--- config.mk ---
export PLATFORM = sky130hd
export DESIGN_NAME = id_hazard_ctrl_flat
export DESIGN_NICKNAME = d
export VERILOG_FILES = /design/src/rtl/id_hazard_ctrl_if.sv /design/src/rtl/id_hazard_ctrl.sv /design/src/flat_wrapper.sv
export SDC_FILE = /design/constraint.sdc
export NUM_CORES = 1
export LEC_CHECK = 0
export ABC_AREA = 1
export CAP_MARGIN = 20
export CORE_AREA = 4 4 50 52
export CTS_CLUSTER_DIAMETER = 40
export CTS_CLUSTER_SIZE = 40
export DETAILED_ROUTE_END_ITERATION = 6
export DIE_AREA = 0 0 54 56
export PLACE_DENSITY_LB_ADDON = 0.3
export SLEW_MARGIN = 0
export SYNTH_ARGS = -nofsm -noshare
export SYNTH_HDL_FRONTEND = slang
export SYNTH_SLANG_ARGS = --single-unit
--- constraint.sdc ---
create_clock -name clk -period 2.57 [get_ports clk]
set_clock_uncertainty 0.1 [all_clocks]
set_input_delay 0.3855 -clock clk [delete_from_list [all_inputs] [get_ports clk]]
set_output_delay 0.3855 -clock clk [all_outputs]
set_load 0.01 [all_outputs]
--- src/rtl/id_hazard_ctrl_if.sv ---
// Signal bundle between the ID-stage hazard controller and the pipeline.
// StallCount/FlushCount exist only when ID_HAZARD_PERF_CNT_EN is defined.
interface id_hazard_ctrl_if;
  logic [4:0]  IF_ID_rs1Addr;
  logic [4:0]  IF_ID_rs2Addr;
  logic [4:0]  ID_EX_rd;
  logic        ID_EX_MemRead;
  logic        Jump;
  logic        BranchTaken;
  logic        EX_MEM_MemAccess;
  logic        DMemReady;
  logic        PCWrite;
  logic        IF_ID_Write;
  logic        ID_EX_Write;
  logic        EX_MEM_Write;
  logic        IF_ID_Flush;
  logic        ID_EX_Flush;
  logic        MemTimeout;
`ifdef ID_HAZARD_PERF_CNT_EN
  logic [31:0] StallCount;
  logic [31:0] FlushCount;
`endif

  modport master (
    output IF_ID_rs1Addr, IF_ID_rs2Addr, ID_EX_rd, ID_EX_MemRead,
    output Jump, BranchTaken, EX_MEM_MemAccess, DMemReady,
`ifdef ID_HAZARD_PERF_CNT_EN
    input  StallCount, FlushCount,
`endif
    input  PCWrite, IF_ID_Write, ID_EX_Write, EX_MEM_Write,
    input  IF_ID_Flush, ID_EX_Flush, MemTimeout
  );

  modport slave (
    input  IF_ID_rs1Addr, IF_ID_rs2Addr, ID_EX_rd, ID_EX_MemRead,
    input  Jump, BranchTaken, EX_MEM_MemAccess, DMemReady,
`ifdef ID_HAZARD_PERF_CNT_EN
    output StallCount, FlushCount,
`endif
    output PCWrite, IF_ID_Write, ID_EX_Write, EX_MEM_Write,
    output IF_ID_Flush, ID_EX_Flush, MemTimeout
  );
endinterface

--- src/rtl/id_hazard_ctrl.sv ---
// ID-stage hazard controller: memory-wait stall with timeout, branch/jump flush, load-use stall.
// Define ID_HAZARD_PERF_CNT_EN to add the StallCount/FlushCount performance counters.
module id_hazard_ctrl #(
  parameter int TIMEOUT_CYC = 255
) (
  input  logic            clk,
  input  logic            reset,
  id_hazard_ctrl_if.slave bus
);
  typedef enum logic [0:0] {RUN = 1'b0, MEM_WAIT = 1'b1} state_t;

  localparam logic [7:0] TIMEOUT_L = 8'(TIMEOUT_CYC);

  state_t     state_r;
  state_t     state_nxt_s;
  logic [7:0] wait_cnt_r;
  logic       mem_timeout_r;
  logic       load_use_s;
  logic       timeout_s;
  logic       pc_write_s;
  logic       if_id_write_s;
  logic       id_ex_write_s;
  logic       ex_mem_write_s;
  logic       if_id_flush_s;
  logic       id_ex_flush_s;

  assign load_use_s = bus.ID_EX_MemRead && (bus.ID_EX_rd != 5'd0) &&
                      ((bus.ID_EX_rd == bus.IF_ID_rs1Addr) ||
                       (bus.ID_EX_rd == bus.IF_ID_rs2Addr));

  // Next state and stage controls, highest priority first.
  always_comb begin
    state_nxt_s    = state_r;
    timeout_s      = 1'b0;
    pc_write_s     = 1'b1;
    if_id_write_s  = 1'b1;
    id_ex_write_s  = 1'b1;
    ex_mem_write_s = 1'b1;
    if_id_flush_s  = 1'b0;
    id_ex_flush_s  = 1'b0;
    if (reset) begin
      state_nxt_s    = RUN;
      pc_write_s     = 1'b0;
      if_id_write_s  = 1'b0;
      id_ex_write_s  = 1'b0;
      ex_mem_write_s = 1'b0;
      if_id_flush_s  = 1'b1;
      id_ex_flush_s  = 1'b1;
    end else begin
      case (state_r)
        RUN: begin
          if (bus.EX_MEM_MemAccess && !bus.DMemReady) begin
            state_nxt_s    = MEM_WAIT;
            pc_write_s     = 1'b0;
            if_id_write_s  = 1'b0;
            id_ex_write_s  = 1'b0;
            ex_mem_write_s = 1'b0;
          end else if (bus.BranchTaken) begin
            if_id_flush_s = 1'b1;
            id_ex_flush_s = 1'b1;
          end else if (load_use_s) begin
            pc_write_s    = 1'b0;
            if_id_write_s = 1'b0;
            id_ex_flush_s = 1'b1;
          end else if (bus.Jump) begin
            if_id_flush_s = 1'b1;
          end else begin
            state_nxt_s = RUN;
          end
        end
        MEM_WAIT: begin
          if (bus.DMemReady) begin
            state_nxt_s = RUN;
          end else begin
            pc_write_s     = 1'b0;
            if_id_write_s  = 1'b0;
            id_ex_write_s  = 1'b0;
            ex_mem_write_s = 1'b0;
            if (wait_cnt_r == TIMEOUT_L) begin
              timeout_s   = 1'b1;
              state_nxt_s = RUN;
            end else begin
              state_nxt_s = MEM_WAIT;
            end
          end
        end
        default: begin
          state_nxt_s = RUN;
        end
      endcase
    end
  end

  // State, wait counter and sticky timeout flag; the counter is zero whenever MEM_WAIT is entered.
  always_ff @(posedge clk) begin
    if (reset) begin
      state_r       <= RUN;
      wait_cnt_r    <= 8'd0;
      mem_timeout_r <= 1'b0;
    end else begin
      state_r <= state_nxt_s;
      if ((state_r != MEM_WAIT) || timeout_s) begin
        wait_cnt_r <= 8'd0;
      end else if (wait_cnt_r != 8'hFF) begin
        wait_cnt_r <= wait_cnt_r + 8'd1;
      end else begin
        wait_cnt_r <= wait_cnt_r;
      end
      mem_timeout_r <= mem_timeout_r | timeout_s;
    end
  end

  assign bus.PCWrite      = pc_write_s;
  assign bus.IF_ID_Write  = if_id_write_s;
  assign bus.ID_EX_Write  = id_ex_write_s;
  assign bus.EX_MEM_Write = ex_mem_write_s;
  assign bus.IF_ID_Flush  = if_id_flush_s;
  assign bus.ID_EX_Flush  = id_ex_flush_s;
  assign bus.MemTimeout   = mem_timeout_r;

`ifdef ID_HAZARD_PERF_CNT_EN
  logic [31:0] stall_cnt_r;
  logic [31:0] flush_cnt_r;

  // Performance counters; free-running and wrapping.
  always_ff @(posedge clk) begin
    if (reset) begin
      stall_cnt_r <= 32'd0;
      flush_cnt_r <= 32'd0;
    end else begin
      if (!pc_write_s) begin
        stall_cnt_r <= stall_cnt_r + 32'd1;
      end else begin
        stall_cnt_r <= stall_cnt_r;
      end
      if (if_id_flush_s || id_ex_flush_s) begin
        flush_cnt_r <= flush_cnt_r + 32'd1;
      end else begin
        flush_cnt_r <= flush_cnt_r;
      end
    end
  end

  assign bus.StallCount = stall_cnt_r;
  assign bus.FlushCount = flush_cnt_r;
`endif
endmodule
--- src/flat_wrapper.sv ---
// flat-port wrapper written by rule: the top's interface ports become plain ports
module id_hazard_ctrl_flat 
#(
  parameter int TIMEOUT_CYC = 255
)
  (clk, reset, bus_IF_ID_rs1Addr, bus_IF_ID_rs2Addr, bus_ID_EX_rd, bus_ID_EX_MemRead, bus_Jump, bus_BranchTaken, bus_EX_MEM_MemAccess, bus_DMemReady, bus_PCWrite, bus_IF_ID_Write, bus_ID_EX_Write, bus_EX_MEM_Write, bus_IF_ID_Flush, bus_ID_EX_Flush, bus_MemTimeout);
  id_hazard_ctrl_if bus_i ();
  input  logic clk;
  input  logic reset;
  input wire logic [$bits(bus_i.IF_ID_rs1Addr)-1:0] bus_IF_ID_rs1Addr;
  input wire logic [$bits(bus_i.IF_ID_rs2Addr)-1:0] bus_IF_ID_rs2Addr;
  input wire logic [$bits(bus_i.ID_EX_rd)-1:0] bus_ID_EX_rd;
  input wire logic [$bits(bus_i.ID_EX_MemRead)-1:0] bus_ID_EX_MemRead;
  input wire logic [$bits(bus_i.Jump)-1:0] bus_Jump;
  input wire logic [$bits(bus_i.BranchTaken)-1:0] bus_BranchTaken;
  input wire logic [$bits(bus_i.EX_MEM_MemAccess)-1:0] bus_EX_MEM_MemAccess;
  input wire logic [$bits(bus_i.DMemReady)-1:0] bus_DMemReady;
  output wire logic [$bits(bus_i.PCWrite)-1:0] bus_PCWrite;
  output wire logic [$bits(bus_i.IF_ID_Write)-1:0] bus_IF_ID_Write;
  output wire logic [$bits(bus_i.ID_EX_Write)-1:0] bus_ID_EX_Write;
  output wire logic [$bits(bus_i.EX_MEM_Write)-1:0] bus_EX_MEM_Write;
  output wire logic [$bits(bus_i.IF_ID_Flush)-1:0] bus_IF_ID_Flush;
  output wire logic [$bits(bus_i.ID_EX_Flush)-1:0] bus_ID_EX_Flush;
  output wire logic [$bits(bus_i.MemTimeout)-1:0] bus_MemTimeout;
  assign bus_i.IF_ID_rs1Addr = bus_IF_ID_rs1Addr;
  assign bus_i.IF_ID_rs2Addr = bus_IF_ID_rs2Addr;
  assign bus_i.ID_EX_rd = bus_ID_EX_rd;
  assign bus_i.ID_EX_MemRead = bus_ID_EX_MemRead;
  assign bus_i.Jump = bus_Jump;
  assign bus_i.BranchTaken = bus_BranchTaken;
  assign bus_i.EX_MEM_MemAccess = bus_EX_MEM_MemAccess;
  assign bus_i.DMemReady = bus_DMemReady;
  assign bus_PCWrite = bus_i.PCWrite;
  assign bus_IF_ID_Write = bus_i.IF_ID_Write;
  assign bus_ID_EX_Write = bus_i.ID_EX_Write;
  assign bus_EX_MEM_Write = bus_i.EX_MEM_Write;
  assign bus_IF_ID_Flush = bus_i.IF_ID_Flush;
  assign bus_ID_EX_Flush = bus_i.ID_EX_Flush;
  assign bus_MemTimeout = bus_i.MemTimeout;
  id_hazard_ctrl #(.TIMEOUT_CYC(TIMEOUT_CYC)) u_core (.clk(clk), .reset(reset), .bus(bus_i));
endmodule
# After elaboration in Yosys (flattened, before gate mapping)
# Cells that the tools add are included.
# Widths: inputs -> output; s select.
word_totals:
  ff_bits: 10
  latch_bits: 0
  mem_bits_rw: 0
  rom_bits: 0
  wordCells: 46
  mem_count: 0
op_classes:
  add_sub_neg: 1
  n_mul: 0
  div: 0
  magnitude_cmp: 0
  n_eq_ne: 4
  shifts: 0
  n_mux: 28
  n_bitwise: 2
  n_reduce_logical: 8
op_table:
  columns: ["cell", "count"]
  rows:
  - ["$mux 1", 25]
  - ["$eq 5x5->1", 2]
  - ["$add 8x1->8 const B", 1]
  - ["$eq 8x8->1 const B", 1]
  - ["$ne 8x8->1 const B", 1]
  - ["$pmux 1 s2", 3]
  - ["$reduce_bool 5->1", 1]
  - ["$logic_and 1x1->1", 3]
  - ["$logic_or 1x1->1", 2]
  - ["$reduce_or 2->1", 1]
  - ["$logic_not 1->1", 1]
  - ["$not 1->1", 1]
  - ["$or 1x1->1", 1]

# Longest topological paths before layout
logic_depth:
  ltp_word: 8
  ltp_mapped: 10
  ltp_nobuf: 10

# Least setup slack after synthesis
# No wires, ideal clock.
synth_timing:
  kind: "input-to-output"
  startpoint: "input port bus_DMemReady"
  endpoint: "output port bus_PCWrite"
  arrival_time_ns: 1.330
  required_time_ns: 2.085
  setup_slack_ns: 0.754
  path_stages: 7
  cell_sequence: "inv_1 nand2_1 nor2_1 a211oi_1 nand2_1 inv_1 buf_4"
synth_via:
  elab_chain_len: 5
  elab_cells_between_ends: 6
  classes_between: "4 x mux; 2 x reduce/logical"
synth_rtl:
  columns: ["item", "line", "source"]
  rows:
  - ["from (decl)", "flat_wrapper.sv:17", "input wire logic [$bits(bus_i.DMemReady)-1:0] bus_DMemReady;"]
  - ["$logic_not 1->1", "id_hazard_ctrl.sv:52", "if (bus.EX_MEM_MemAccess && !bus.DMemReady) begin"]
  - ["$logic_and 1x1->1", "id_hazard_ctrl.sv:52", null]
  - ["$mux 1", null, null]
  - ["$pmux 1 s2 (*)", null, null]
  - ["$mux 1 (*)", null, null]
  - ["to (decl)", "flat_wrapper.sv:18", "output wire logic [$bits(bus_i.PCWrite)-1:0] bus_PCWrite;"]
# Mark *: on every way between the ends. The rest lies on a longest branch, timed or not.

# Final worst setup path
layout_timing:
  startpoint: "input port bus_DMemReady"
  endpoint: "output port bus_ID_EX_Write"
layout_via:
  elab_chain_len: 5
  elab_cells_between_ends: 6
  classes_between: "4 x mux; 2 x reduce/logical"
layout_rtl:
  columns: ["item", "line", "source"]
  rows:
  - ["$logic_not 1->1", "id_hazard_ctrl.sv:52", null]
  - ["$logic_and 1x1->1", "id_hazard_ctrl.sv:52", null]
  - ["$mux 1", "id_hazard_ctrl.sv:52", null]
  - ["$pmux 1 s2 (*)", "id_hazard_ctrl.sv:50", "case (state_r)"]
  - ["$mux 1 (*)", "id_hazard_ctrl.sv:41", "if (reset) begin"]
  - ["to (decl)", "flat_wrapper.sv:20", "output wire logic [$bits(bus_i.ID_EX_Write)-1:0] bus_ID_EX_Write;"]
# Marks and branches as above.

==> results.cfg <==
[status]
status = completed

[flow_run]
cap_violations = 0

[finish]
drive_gt1_frac = 0.1491
mostFrequentLayoutCells = nand2_1, clkdlybuf4s50_1, inv_1
final_common_cell = nand2_1
nFillCells = 220
fin_area_mm2 = 0.001144
antennaDiodeCount = 0
syn2layout_area_growth_pct = 44.85
nets = 185
post-route-util = 0.5431

[placed_design]
dp_hpwl_mm = 1.500
portBuffers = 28
place_area_mm2 = 0.001097
gp_congestion = 0.7890

[min_path]
min_to = u_core.bus.MemTimeout
hp-start = u_core.bus.MemTimeout
hp-class = flop to flop
hold-path-cell-count = 2

[worst_setup_path]
crit_type = input pin to primary output
critical_path_required_ns = 2.08
path_max_fanout = 4
worstReg2RegStart = u_core.wait_cnt_r[0]
rrSetupSlack_ns = 1.09
rr_worst_depth = 7
end_kind = primary output
cp.arrival_ns = 1.95
crit_path_start_kind = input pin
reg2reg_to = u_core.wait_cnt_r[1]

[floorplanning]
die_y_um = 56
initial_core_util = 0.3749
io_pins = 29
design.core.area_mm2 = 0.002106
rows = 17
die-area_mm2 = 0.003024
die_x_um = 54

[timing]
setup_viol = 0
hold_viol = 0
tightest_slew_ns = 0.2190
fmax_mhz = 410.7
slew_headroom = 0.8524
slew_violations = 0
min_period_over_period = 0.9474
rsz0062_at_grt = false
fin_crit_ns = 2.435

[clock_network]
cts_buffer_depth = 2
clk-insertion-delay-late_ns = 0.27
cts.sinks = 10
clkTransAtPathRegs_ns = 0.06
cts_tree = done
clockRootBuffer = clkbuf_4
h-tree-depth = 1
cts_buffers = 3

[synth]
synth_simple_gate_area_frac = 0.4041
avgSynthCellArea_um2 = 6.073
synth-seq-cells = 10
synthXorXnorAreaFrac = 0.04437
yosys.area_share.adder = 0.01585
synth_fp_nets = 153
synth_cells = 130
syn_area_um2 = 789.5
ys_seq_area_frac = 0.2536
yosys_warnings = 0
synth_top_family_by_area = simple AND/OR/NAND/NOR gates
synthMuxAreaShare = 0
synth.distinct_cells = 27
synth_compound_area_frac = 0.1331

[detailed_routing]
vias = 849
drc = 0
drt_iter0_drc = 17
routed_via_density = 4.492
wl_mm = 1.854
wire_per_inst_um = 9.810
drt-pass1-iter-count = 4
ant_nets = 0

[global_routing]
antenna_found_initial = 0
grt_pass1_vias = 816
grt_max_degree = 9
grt_pass1_wl_mm = 3.008
overflow = 0
grt_usage = 0.1284

[pwr]
leakage_nw = 0.5869
max-vdd-ir-drop_mv = 0.3451
finalPower_mw = 0.4010
power_density_mw_per_mm2 = 350.6
==> Yosys cell counts <==
library cell	instances	area (um2)
nand3_1	7	35.03
ha_1	1	12.51
nand4_1	2	12.51
a211oi_1	1	7.510
or2_2	1	6.260
a21oi_2	4	35.03
nor3_2	1	10.01
xor2_1	2	17.52
inv_1	19	71.32
dfxtp_1	10	200.2
inv_2	4	15.01
or2_1	2	12.51
nand2_2	1	6.260
nand2_1	45	168.9
nor2_2	3	18.77
nor2_1	10	37.54
a21oi_4	1	16.27
o21ai_0	2	10.01
a21oi_1	1	5.000
a22o_1	1	8.760
xnor2_1	2	17.52
o21a_1	1	7.510
o21ai_1	3	15.01
clkinv_1	1	3.750
buf_4	2	15.01
inv_4	2	12.51
and3_4	1	11.26
==> flip-flops by register name, indices dropped and copies added (netlist names) <==
signal	flops
u_core.bus.MemTimeout	1
u_core.state_r	1
u_core.wait_cnt_r	8
==> kinds of logic (layout without fill, tap and decap cells) <==
logic type      after synthesis  count (layout)
flops                        10              10
simple gates                 73              73
compound gates               14              14
buf+inv                      28              59
xor+xnor                      4               4
fa+ha+maj                     1               1
==> where the power goes <==
part,switching (mW),internal [mW],leakage [nW]
clock,0.0547,0.0861,0.0210
combinational,0.0442,0.0575,0.485
sequential,0.00186,0.157,0.0808
total,0.101,0.300,0.587
==> metal layers <==
layer,vias up,GRT usage,wire length (um)
met5,-,0,0
met4,0,0.02135,7
met3,3,0.04021,127
met2,22,0.2370,956
met1,361,0.1387,763
li1,463,-,-
==> through the flow <==
stage               setup slack, ns  hold WS, ns  cells   TNS (ns)
floorplan                    0.7540       0.3723    130          0
global placement            0.01061       0.3368    185          0
detailed placement        -0.004283       0.3622    185  -0.004283
CTS                         0.04331       0.3734    189          0
global route                0.04138       0.3913    189          0
finish                       0.1352       0.3650    189          0
==> cell type report <==
| cell class | count | area [um2] | area share |
|---|---|---|---|
| Timing Repair Buffer | 29 | 292.8 | 0.2560 |
| Sequential cell | 10 | 200.2 | 0.1751 |
| Inverter | 26 | 102.6 | 0.08971 |
| Clock buffer | 4 | 36.28 | 0.03173 |
| Tap cell | 28 | 35.03 | 0.03063 |
| Multi-Input combinational cell | 92 | 476.7 | 0.4168 |
==> how the worst max path moves through the flow <==
stage	endpoint	from	slack [ns]
2_1_floorplan	bus_PCWrite	bus_DMemReady	0.75
3_3_place_gp	bus_ID_EX_Flush	bus_ID_EX_rd[0]	0.01
3_5_place_dp	bus_ID_EX_Flush	bus_ID_EX_rd[4]	-0.004
4_1_cts	bus_ID_EX_Write	bus_DMemReady	0.04
5_1_grt	bus_EX_MEM_Write	bus_DMemReady	0.04
6_report	bus_ID_EX_Write	bus_DMemReady	0.14
==> worst max-delay path, cell delays in order <==
cell             delay, ns
clkdlybuf4s50_1       0.48
inv_1                 0.11
nand2_1               0.08
nor2_1                0.05
a211oi_2              0.18
buf_4                 0.15
clkdlybuf4s50_1       0.53
==> timing repair <==
| action | 4_1_cts | 5_1_grt |
|---|---|---|
| setup endpoints to repair | 1 | 5 |
| hold buffers | 0 | 0 |
| setup buffers | 0 | 0 |
| resized for setup | 2 | 5 |
| pin swaps | 0 | 0 |
Note: power is estimated with default switching activity, not from simulation.
